==> config.mk <==
export PLATFORM = sky130hd
export DESIGN_NAME = x1_ioctl_upload
export DESIGN_NICKNAME = d
export VERILOG_FILES = /design/src/rtl/x1_ioctl_upload.sv
export SDC_FILE = /design/constraint.sdc
export NUM_CORES = 1
export LEC_CHECK = 0
export BUFFER_PORTS_ARGS = -buffer_cell sky130_fd_sc_hd__buf_4
export CORE_MARGIN = 2
export CORE_UTILIZATION = 43
export CTS_CLUSTER_DIAMETER = 150
export DETAILED_ROUTE_END_ITERATION = 16
export GPL_ROUTABILITY_DRIVEN = 1
export PLACE_DENSITY = 0.81
export REMOVE_ABC_BUFFERS = 1
export SETUP_SLACK_MARGIN = 0.1
export SYNTH_ARGS = -nofsm -noshare
export SYNTH_HDL_FRONTEND = slang
export SYNTH_SLANG_ARGS = --single-unit
==> constraint.sdc <==
create_clock -name clk_sys -period 1.7 [get_ports clk_sys]
set_input_delay 0.34 -clock clk_sys [delete_from_list [all_inputs] [get_ports clk_sys]]
set_output_delay 0.34 -clock clk_sys [all_outputs]
set_load 0.005 [all_outputs]
==> src/rtl/x1_ioctl_upload.sv <==
// x1_ioctl_upload: answers framework ioctl upload (save) byte reads by fetching
// each byte from a core-side memory port that has a variable ack latency.
// Reads beyond the image size return 8'hFF without touching memory.
module x1_ioctl_upload #(
    parameter logic [7:0]  INDEX   = 8'h01,
    parameter logic [24:0] SIZE    = 25'h010000,
    parameter int          TIMEOUT = 255
) (
    input  logic        clk_sys,
    input  logic        reset,
    input  logic        ioctl_upload,
    input  logic [7:0]  ioctl_index,
    input  logic        ioctl_rd,
    input  logic [24:0] ioctl_addr,
    output logic [7:0]  ioctl_din,
    output logic        ioctl_wait,
    output logic [24:0] mem_addr,
    output logic        mem_rd,
    input  logic        mem_ack,
    input  logic [7:0]  mem_din,
    output logic        busy,
    output logic        done,
    output logic        err
);

    localparam int CW = (TIMEOUT < 1) ? 1 : $clog2(TIMEOUT + 1);
    localparam logic [CW-1:0] TMO = CW'(TIMEOUT);

    typedef enum logic [1:0] {
        S_IDLE      = 2'd0,
        S_FETCH     = 2'd1,
        S_DONE_WAIT = 2'd2
    } state_t;

    state_t        r_state;
    state_t        w_state_n;
    logic [7:0]    r_din,   w_din_n;
    logic          r_wait,  w_wait_n;
    logic [24:0]   r_addr,  w_addr_n;
    logic          r_rd,    w_rd_n;
    logic [CW-1:0] r_cnt,   w_cnt_n;
    logic          r_err,   w_err_n;
    logic          r_busy;
    logic          r_done;

    logic w_sel;
    logic w_timeout;

    assign w_sel     = ioctl_upload & (ioctl_index == INDEX);
    assign w_timeout = (r_cnt == TMO);

    // Next-state and next-output decode; every register holds unless told otherwise.
    always_comb begin
        w_state_n = r_state;
        w_din_n   = r_din;
        w_wait_n  = r_wait;
        w_addr_n  = r_addr;
        w_rd_n    = r_rd;
        w_cnt_n   = r_cnt;
        w_err_n   = r_err;

        // A new selected session starts with a clean error flag; a timeout
        // in the same cycle still wins because it is applied below.
        if (w_sel && !r_busy) begin
            w_err_n = 1'b0;
        end else begin
            w_err_n = r_err;
        end

        case (r_state)
            S_IDLE: begin
                w_wait_n = 1'b0;
                w_rd_n   = 1'b0;
                w_cnt_n  = '0;
                if (ioctl_rd && w_sel) begin
                    w_addr_n = ioctl_addr;
                    if (ioctl_addr < SIZE) begin
                        w_state_n = S_FETCH;
                        w_rd_n    = 1'b1;
                        w_wait_n  = 1'b1;
                    end else begin
                        w_din_n = 8'hFF;
                    end
                end else begin
                    w_state_n = S_IDLE;
                end
            end
            S_FETCH: begin
                if (mem_ack) begin
                    // Data is only delivered if the session is still alive.
                    if (w_sel) begin
                        w_din_n = mem_din;
                    end else begin
                        w_din_n = r_din;
                    end
                    w_rd_n    = 1'b0;
                    w_wait_n  = 1'b0;
                    w_state_n = S_IDLE;
                end else if (w_timeout) begin
                    if (w_sel) begin
                        w_din_n = 8'hFF;
                    end else begin
                        w_din_n = r_din;
                    end
                    w_err_n   = 1'b1;
                    w_rd_n    = 1'b0;
                    w_wait_n  = 1'b0;
                    w_state_n = S_IDLE;
                end else if (!w_sel) begin
                    // Session aborted: release the framework now, but keep the
                    // memory handshake open until it completes or times out.
                    w_wait_n  = 1'b0;
                    w_cnt_n   = r_cnt + CW'(1);
                    w_state_n = S_DONE_WAIT;
                end else begin
                    w_cnt_n = r_cnt + CW'(1);
                end
            end
            S_DONE_WAIT: begin
                w_wait_n = 1'b0;
                if (mem_ack) begin
                    w_rd_n    = 1'b0;
                    w_state_n = S_IDLE;
                end else if (w_timeout) begin
                    w_err_n   = 1'b1;
                    w_rd_n    = 1'b0;
                    w_state_n = S_IDLE;
                end else begin
                    w_cnt_n = r_cnt + CW'(1);
                end
            end
            default: begin
                w_state_n = S_IDLE;
                w_rd_n    = 1'b0;
                w_wait_n  = 1'b0;
                w_cnt_n   = '0;
            end
        endcase
    end

    // State and datapath registers.
    always_ff @(posedge clk_sys) begin
        if (reset) begin
            r_state <= S_IDLE;
            r_din   <= 8'h00;
            r_wait  <= 1'b0;
            r_addr  <= 25'd0;
            r_rd    <= 1'b0;
            r_cnt   <= '0;
            r_err   <= 1'b0;
        end else begin
            r_state <= w_state_n;
            r_din   <= w_din_n;
            r_wait  <= w_wait_n;
            r_addr  <= w_addr_n;
            r_rd    <= w_rd_n;
            r_cnt   <= w_cnt_n;
            r_err   <= w_err_n;
        end
    end

    // Session tracking: busy is sel delayed one cycle, done marks its falling edge.
    always_ff @(posedge clk_sys) begin
        if (reset) begin
            r_busy <= 1'b0;
            r_done <= 1'b0;
        end else begin
            r_busy <= w_sel;
            r_done <= ~w_sel & r_busy;
        end
    end

    assign ioctl_din  = r_din;
    assign ioctl_wait = r_wait;
    assign mem_addr   = r_addr;
    assign mem_rd     = r_rd;
    assign busy       = r_busy;
    assign done       = r_done;
    assign err        = r_err;

endmodule

# After elaboration in Yosys (flattened, before gate mapping)
# Index checks and enable logic that the tools add are counted.
# totals
register_bits,48
word_cells,68
output_inout_bits,38
inputBits,46
# classes
bitwise_logic,6
eq_ne,12
add_sub_neg,1
magnitude_cmp,1
n_reduce_logical,11
muxes,28
# op_table
cell,count
8-bit two-way mux,6
"25-bit by 17-bit less-than comparator with 1-bit output, second input constant",1
8-bit case mux with 2 select lines,1
2-bit two-way mux,7
1-bit two-way mux,11
"3-bit inequality test, second input constant",3
"8-bit by 1-bit adder with 8-bit output, second input constant",1
"8-bit by 1-bit == test with 1-bit output, second input constant",1
"8-bit == test, second input constant",1
"2-bit inequality test, second input constant",3
2-bit case mux with 3 select lines,1
5-bit AND reduction,1
"4-bit inequality test, second input constant",1
1-bit inverter,4
1-bit case mux with 2 select lines,2
2-bit AND reduction,2
2-bit OR reduction,2
"3-bit by 1-bit inequality test with 1-bit output, second input constant",1
3-bit AND reduction,1
1-bit AND,2
"2-bit by 1-bit == test with 1-bit output, second input constant",1
"2-bit == test, second input constant",1
1-bit logical AND,2
2-bit logical NOT,1
2 further kinds,2

# Logic depth before layout (Yosys ltp)
# Gate-level depths: netlist of run 1.
# logic_depth
depth_word,7
ltp_mapped,8
mapped_depth_nobuf,6

# Worst setup path after synthesis of run 1
# OpenSTA, ideal clock, no wires.
# synth_timing
path_type,register -> register
from,reg r_state[1]
to,reg r_din[0] (netlist: ioctl_din[0])
t_arrival_ns,1.664
path_slack_ns,-0.082
period_less_slack_ns,1.782
n_path_buf,1
stages_incl_launch_ff,8
t_required_ns,1.581
cell_sequence,dfxtp_1 > inv_1 > ha_1 > clkbuf_1 > mux2_2 > a31oi_1 > nor3_4 > o221a_1
# synth_via
elab_chain_len,3
# synth_rtl
item,line,source
from (decl),35,state_t r_state;
from (signal assigned),152,r_state <= w_state_n;
2-bit by 1-bit == test with 1-bit output or 2-bit logical NOT (tied branches),70,case (r_state)
"3-bit inequality test (no line), or another cell as far along",-,
5-bit AND reduction (no line),-,
to (signal assigned),153,r_din <= w_din_n;
to (decl),37,"logic [7:0] r_din, w_din_n;"
# Several ways; a longest one is shown, not always the timed one.
# A chain may end at the register's enable or synchronous reset.

# Worst setup path in the final report of run 1
# layout_timing
from,reg r_state[0]
to,reg r_din[1] (netlist: ioctl_din[1])
# Same word-level chain as after synthesis.

==> results.md, run 1 <==
* Chip height at 73.5 um
* Area grow syn2layout at 48.2%
* Seq/Total Area, Yosys at 46.2%
* Vias per std cell at 5.45
* Core Footprint at 4690 um^2
* Placer Congestion at 0.762
* Vias after detailed routing at 2045
* Initial drt markers at 77
* Status: finished, final reports clean
* Diode count at 0
* Peak supply drop at 0.000360 V
* Clk pin slew, worst setup/hold paths at 0.08 ns
* Cts hold-fix bufs at 0
* Post-route setup TNS at 0 ns
* DRC errors left at 0
* Worst setup SP type: flop
* Yosys reg bits at 48
* Crit path DAT at 1.82 ns
* Layout cells sized above 1 at 43.9%
* IO Count at 84
* Remaining Overflow, GRT at 0
* Antenna-violating nets left at 0
* Routed WL at 5950 um
* Critical Path RT at 1.89 ns
* Initial Util at 44.3%
* Main synth FF type: dfxtp_1
* Hold WC Path Type: in -> reg
* Critical Path Sink Type: flop
* Initial antenna violation count at 0
* GRT Overall Usage at 20.4%
* Die W at 73.5 um
* Fmax at 614 MHz
* Hpwl dp at 3950 um
* Crit Path Class: reg -> reg
* Layout Nets at 372
* First-pass GRT wire length at 8510 um
* Cell Area, Synth at 2080 um^2
* Worst Max-Slew Pin Slew at 0.393 ns
* Commonest non-fill, non-tap cell in the layout: buf_4
* EDFF count, synth at 0
* Synthesized instance count at 221
* Crit path max fanout at 8
* Ys async rst share at 0%
* Worst-skew pair later-pin latency at 0.30 ns
* Relative slew margins at 73.8%
* Syn Area/Cell at 9.40 um^2
* Maxcap violations at 0
* Distinct cell type count after synthesis at 41
* Number of global-route vias before repair at 1857
* CTS tree: built
* # clock sinks at 48
* CTS max path bufs at 2
* Final Cycle Share at 95.7%
* Wire per inst at 15.9 um
* Final-report setup violation count at 0
* Total power draw at 0.00205 W
* P_leak at 1.29 nW
* Root Driver: clkbuf_8
* IO buf count at 83
* Largest net degree at the start of global routing at 31
* DR pass1 iterations at 4
* H-tree lvl count at 2
* Hold Violations, Final at 0
* Number of cell rows at 25
* Die area at 5410 um^2
* Final instance area at 3080 um^2
* Ys Warns at 0
* Count of pins over their slew limit at 0
* CTS Buf Count at 5
* Clock skew at 0.00559 ns
* RSZ-0062 raised after global routing: true
* Filler cell count at 364
* Commonest cells after routing, fill and taps aside: 105 x buf_4, 54 x nand2_1, 44 x dfxtp_1
* Area after DPL at 2850 um^2
* Pwr dens at 666 nW/um^2
* Crit path time final at 1.63 ns
through the flow:
stage / hold WS [ns] / std cells / setup WS [ns] / util [%]
after floorplan: 0.402 / 208 / -0.0477 / -
after global placement: 0.439 / 366 / 0.0401 / 60.7
after detailed placement: 0.444 / 366 / -0.0292 / 60.7
after CTS: 0.288 / 374 / 0.0876 / 65.0
after global routing: 0.286 / 375 / 0.0326 / 65.6
final: 0.288 / 375 / 0.0726 / 65.6
power breakdown:
group / total (W) / internal (W) / switching (W)
Combinational: 0.000154 / 0.0000870 / 0.0000671
Clock: 0.000775 / 0.000422 / 0.000353
Sequential: 0.00112 / 0.00112 / 0.000000366
Total: 0.00205 / 0.00163 / 0.000420
cell usage after synthesis, types with 3 or more instances:
cell / instances / area, um^2
and3_1: 3 / 18.8
nand2_1: 54 / 203
clkbuf_1: 8 / 30.0
xnor2_1: 7 / 61.3
a21oi_2: 4 / 35.0
o221a_1: 8 / 90.1
a21oi_1: 25 / 125
ha_1: 4 / 50.1
nand3_1: 5 / 25.0
nor2_1: 11 / 41.3
dfxtp_1: 48 / 961
inv_1: 5 / 18.8
a211oi_1: 3 / 22.5
flip-flops by register name (all words and copies together) (netlist names):
| signal | cells |
|---|---|
| r_cnt | 8 |
| err | 1 |
| ioctl_wait | 1 |
| mem_rd | 1 |
| done | 1 |
| busy | 1 |
| ioctl_din | 8 |
| mem_addr | 25 |
| r_state | 2 |
path summary, 6_finish.rpt:
check	from	endpoint	slack (ns)	cells past startpoint
setup / recovery	r_state[0]$_SDFFE_PP0P_	ioctl_din[1]$_SDFFE_PP0P_	0.07	6
hold / removal	ioctl_addr[6]	mem_addr[6]$_SDFFE_PP0P_	0.29	3
setup reg to reg	r_state[0]$_SDFFE_PP0P_	ioctl_din[1]$_SDFFE_PP0P_	0.07	6
hold reg to reg	mem_addr[20]$_SDFFE_PP0P_	mem_addr[20]$_SDFFE_PP0P_	0.45	2
final cells by class:
cell class,instances,area [um^2],share of cell area [%]
Multi-Input combinational cell,155,1100,35.8
Sequential cell,48,968,31.5
Timing Repair Buffer,107,820,26.6
Clock buffer,5,68.8,2.23
Tap cell,54,67.6,2.19
Clock inverter,1,30.0,0.975
Inverter,5,23.8,0.772
worst max-delay path, stage by stage, from the launching register on:
cell and delay, ns:
dfxtp_4 0.40, inv_4 0.05, ha_4 0.16, nor4b_4 0.12, a32o_2 0.29, nand4b_4 0.24
o221a_1 0.27
cell families (layout without fill, tap and decap cells):
logic type	count (synthesis)	in the layout	synth area share [%]
fa+ha+maj	4	4	2.41
flops	48	48	46.2
xor+xnor	7	7	2.95
simple gates	91	91	23.8
compound gates	51	51	18.2
mux	2	2	1.02
buf+inv	18	118	5.30
layer usage:
layer  wire [um]  share of wire, %  vias to the layer above  track usage (%)
met1        2380                40                      977             24.0
li1            -                 -                      978                -
met4         144               2.4                        0             7.27
met2        3140                53                       74             36.0
met5           0                 0                        -                0
met3         278               4.7                       16             4.66
timing repair:
item	in CTS	in global routing
gates resized for setup	19	6
pin swaps	9	10
setup buffers	2	1
hold endpoints to repair	0	0
cloned	0	0
endpoints found under the setup margin	11	14
No activity file was read; power rests on OpenSTA's default activity.
==> run 2, diff against run 1 <==
--- a/config.mk
+++ b/config.mk
@@ -5,7 +5,7 @@
 export SDC_FILE = /design/constraint.sdc
 export NUM_CORES = 1
 export LEC_CHECK = 0
-export BUFFER_PORTS_ARGS = -buffer_cell sky130_fd_sc_hd__buf_4
+export BUFFER_PORTS_ARGS = -buffer_cell sky130_fd_sc_hd__buf_2
 export CORE_MARGIN = 2
 export CORE_UTILIZATION = 43
 export CTS_CLUSTER_DIAMETER = 150
==> results.md, run 2 (synthesized netlist as in run 1, its figures left out) <==
* Final-report setup violation count at 0
* # clock sinks at 48
* First-pass GRT wire length at 8000 um
* Wire per inst at 14.3 um
* Crit Path Class: reg -> reg
* Placer Congestion at 0.847
* Worst-skew pair later-pin latency at 0.30 ns
* Layout Nets at 369
* Final instance area at 2870 um^2
* Maxcap violations at 0
* Routed WL at 5330 um
* Hold WC Path Type: in -> reg
* DR pass1 iterations at 4
* Die area at 5410 um^2
* CTS tree: built
* Worst setup SP type: flop
* Hold slack at 0.270 ns
* Crit path DAT at 1.78 ns
* Chip height at 73.5 um
* Commonest non-fill, non-tap cell in the layout: buf_2
* Critical Path RT at 1.89 ns
* Clock skew at 0.0101 ns
* Number of global-route vias before repair at 1779
* RSZ-0062 raised after global routing: true
* CTS max path bufs at 2
* P_leak at 1.25 nW
* Area after DPL at 2640 um^2
* Area grow syn2layout at 38.0%
* Commonest cells after routing, fill and taps aside: 83 x buf_2, 54 x nand2_1, 44 x dfxtp_1
* Status: finished, final reports clean
* Relative slew margins at 71.5%
* IO buf count at 83
* Final Cycle Share at 93.7%
* Count of pins over their slew limit at 0
* Hpwl dp at 3800 um
* Initial antenna violation count at 0
* Crit path max fanout at 8
* GRT Overall Usage at 18.7%
* Core Util, Final at 61.1%
* Max FFs per register at 25
* Root Driver: clkbuf_8
* Worst Setup Slack, final at 0.108 ns
* Worst Max-Slew Pin Slew at 0.424 ns
* CTS Buf Count at 5
* Core Footprint at 4690 um^2
* Peak supply drop at 0.000363 V
* Fmax at 628 MHz
* Antenna-violating nets left at 0
* Diode count at 0
* DRC errors left at 0
* Critical Path Sink Type: flop
* Initial Util at 44.3%
* Place WS at -0.0351 ns
* Vias after detailed routing at 1998
* Pwr dens at 707 nW/um^2
* Number of cell rows at 25
* Largest net degree at the start of global routing at 31
* Remaining Overflow, GRT at 0
* Post-route setup TNS at 0 ns
* H-tree lvl count at 2
* Clk pin slew, worst setup/hold paths at 0.09 ns
* Initial drt markers at 148
* Cts hold-fix bufs at 0
* Vias per std cell at 5.37
* Crit path time final at 1.59 ns
* IO Count at 84
* Layout cells sized above 1 at 44.0%
* Hold Violations, Final at 0
* Die W at 73.5 um
[run 2: per-layer routing]
| layer | routed length (um) | vias to the layer above | GRT usage, % |
|---|---|---|---|
| met5 | 0 | - | 0 |
| met3 | 291 | 10 | 3.43 |
| met1 | 2160 | 940 | 23.0 |
| met2 | 2770 | 76 | 31.8 |
| li1 | - | 972 | - |
| met4 | 102 | 0 | 8.08 |
[run 2: timing repair]
action / CTS / global route
gates resized for setup: 18 / 10
setup endpoints to repair: 14 / 15
pin swaps: 10 / 9
buffers inserted: 1 / 1
[run 2: final timing paths]
path | startpoint | end | slack (ns) | depth (start not counted)
setup / recovery | r_state[0]$_SDFFE_PP0P_ | ioctl_din[1]$_SDFFE_PP0P_ | 0.11 | 6
hold / removal | ioctl_addr[0] | mem_addr[0]$_SDFFE_PP0P_ | 0.27 | 3
setup reg to reg | r_state[0]$_SDFFE_PP0P_ | ioctl_din[1]$_SDFFE_PP0P_ | 0.11 | 6
hold reg to reg | mem_addr[6]$_SDFFE_PP0P_ | mem_addr[6]$_SDFFE_PP0P_ | 0.45 | 2
[run 2: critical path, cell delays in order, from the launching register on]
cell	delay (ns)
dfxtp_4	0.39
inv_4	0.04
ha_4	0.16
nor4b_4	0.12
a32o_2	0.29
nand4b_4	0.23
o221a_1	0.26
[run 2: layout make-up]
type / count / area [um^2]
repair buffers: 104 / 602
fillers: 377 / 1820
well taps: 54 / 67.6
inverters: 5 / 23.8
multi-input cells: 155 / 1110
flip-flops and latches: 48 / 968
clock buffers: 5 / 68.8
clock inverters: 1 / 30.0
[run 2: per-stage QoR]
| stage | cells | total power [W] |
|---|---|---|
| 2_1_floorplan | 208 | 0.00118 |
| 3_3_place_gp | 364 | 0.00127 |
| 3_5_place_dp | 364 | 0.00127 |
| 4_1_cts | 371 | 0.00203 |
| 5_1_grt | 372 | 0.00208 |
| 6_report | 372 | 0.00203 |
[run 2: report_power, final]
group,leakage (nW),total (W),internal [W],switching [W]
Combinational,0.807,0.000123,0.0000585,0.0000647
Clock,0.0501,0.000783,0.000422,0.000360
Sequential,0.389,0.00112,0.00112,0.000000320
Total,1.25,0.00203,0.00160,0.000425
==> run 3, diff against run 2 <==
==> constraint.sdc (replaced) <==
create_clock -name clk_sys -period 1.3 [get_ports clk_sys]
set_input_delay 0.26 -clock clk_sys [delete_from_list [all_inputs] [get_ports clk_sys]]
set_output_delay 0.26 -clock clk_sys [all_outputs]
set_load 0.005 [all_outputs]
==> results.md, run 3 (synthesized netlist as in run 1, its figures left out) <==
* Layout cells sized above 1 at 67.0%
* First-pass GRT wire length at 10200 um
* Max FFs per register at 25
* Filler cell count at 254
* Crit path max fanout at 8
* CTS max path bufs at 2
* Layout Nets at 396
* Antenna-violating nets left at 0
* Final instance area at 3550 um^2
* Fmax at 601 MHz
* IO buf count at 83
* Wl on met1 at 3040 um
* IO Count at 84
* Maxcap violations at 0
* Wire per inst at 21.2 um
* Crit-path cells: inv_4 > ha_4 > nor4b_4 > a32o_2 > nand4b_4 > o221a_1
* Cells after DPL at 379
* Critical Path Sink Type: flop
* Chip height at 73.5 um
* Place WS at -0.408 ns
* Max layer used: met4
* Clock skew at 0.00473 ns
* Area grow syn2layout at 70.8%
* Core Footprint at 4690 um^2
* Clk pin slew, worst setup/hold paths at 0.09 ns
* Largest net degree at the start of global routing at 28
* Commonest non-fill, non-tap cell in the layout: buf_2
* Peak supply drop at 0.000415 V
* Worst Setup Slack, final at -0.364 ns
* Remaining Overflow, GRT at 0
* Vias after detailed routing at 2383
* Number of global-route vias before repair at 2127
* Violations in the final reports: setup timing
* Number of cell rows at 25
* H-tree lvl count at 2
* Final Cycle Share at 128%
* Crit path time final at 1.66 ns
* Crit path DAT at 1.86 ns
* Pwr dens at 773 nW/um^2
* GRT Overall Usage at 24.5%
* Hpwl dp at 4110 um
* Met2 routed WL at 4280 um
* Initial Util at 44.3%
* Status: finished with violations
* CTS tree: built
* Commonest cells after routing, fill and taps aside: 81 x buf_2, 43 x dfxtp_1, 30 x buf_4
* Count of pins over their slew limit at 0
* Routed WL at 8480 um
* Hold Violations, Final at 0
* Initial drt markers at 198
* Worst-skew pair later-pin latency at 0.30 ns
* Area after DPL at 2740 um^2
* # clock sinks at 48
* Finished Layout Cells at 399
* Root Driver: clkbuf_8
* Sequential cell area at 972 um^2
* CTS Buf Count at 5
* Die W at 73.5 um
* DR pass1 iterations at 5
* Initial antenna violation count at 0
* Placer Congestion at 0.825
* Hold WC Path Type: in -> reg
* Hold slack at 0.198 ns
* Worst setup SP type: flop
* WL met3 at 508 um
* RSZ-0062 raised after global routing: true
* Vias per std cell at 5.97
* Crit Path Class: reg -> reg
* DRC errors left at 0
* Multi-input combinational cell area at 1480 um^2
* Slowest CP cell: dfxtp_2
* Diode count at 0
* Cts hold-fix bufs at 0
* Max incr delay on CP at 0.37 ns
* P_leak at 1.62 nW
* Relative slew margins at 69.6%
* Total power draw at 0.00274 W
* Final-report setup violation count at 45
* Critical Path RT at 1.49 ns
* Die area at 5410 um^2
* Worst Max-Slew Pin Slew at 0.456 ns
-- run 3: cell types whose count changed in the layout (fill, tap and decap cells not counted), moves of 6 or more --
cell	before	now
a21oi_2	4	26
a21oi_1	25	2
nand2_4	0	22
buf_4	18	30
nand2_1	54	26
buf_6	1	15
nand2_2	0	6
-- run 3: worst paths after layout --
kind / startpoint / slack [ns] / cells past startpoint / end
worst max register to register: r_state[1]$_SDFFE_PP0P_ / -0.36 / 6 / ioctl_din[3]$_SDFFE_PP0P_
worst min-delay path: ioctl_addr[8] / 0.20 / 3 / mem_addr[8]$_SDFFE_PP0P_
worst min register to register: mem_addr[18]$_SDFFE_PP0P_ / 0.47 / 2 / mem_addr[18]$_SDFFE_PP0P_
worst max-delay path: r_state[1]$_SDFFE_PP0P_ / -0.36 / 6 / ioctl_din[3]$_SDFFE_PP0P_
-- run 3: routing by layer --
metal  global-route usage, %  vias to the layer above
li1                        -                     1029
met4                    10.3                        0
met5                       0                        -
met1                    27.5                     1119
met3                    4.12                       66
met2                    45.1                      169
-- run 3: layout make-up --
cell class | count | area share, %
clock inverter | 1 | 0.846
multi-input combinational | 155 | 41.8
sequential | 48 | 27.4
timing repair buffer | 131 | 25.5
clock buffer | 5 | 1.94
inverter | 5 | 0.670
tap | 54 | 1.90
-- run 3: worst max-delay path: cells and delay by family, from the launching register on --
kind,cells,cell delay [ns]
AO/OA/AOI/OAI,2,0.57
adder cells (fa/ha/maj),1,0.17
buffers and inverters,1,0.06
flip-flops,1,0.37
AND/OR/NAND/NOR,2,0.37
-- run 3: timing repair --
action | in CTS | in global routing
cloned | 1 | 2
pin swaps | 30 | 68
setup buffers | 8 | 5
gates resized for setup | 49 | 91
endpoints found under the setup margin | 46 | 46
-- run 3: through the flow --
step	util [%]	TNS [ns]
floorplan	-	-13.74
global placement	58.3	-10.08
detailed placement	58.3	-12.05
CTS	66.9	-8.18
global route	75.7	-13.17
finish	75.7	-12.03
-- run 3: report_power, final --
group          internal (W)  switching [W]
Clock              0.000553       0.000483
Sequential          0.00147    0.000000537
Combinational      0.000103       0.000138
Total               0.00212       0.000621
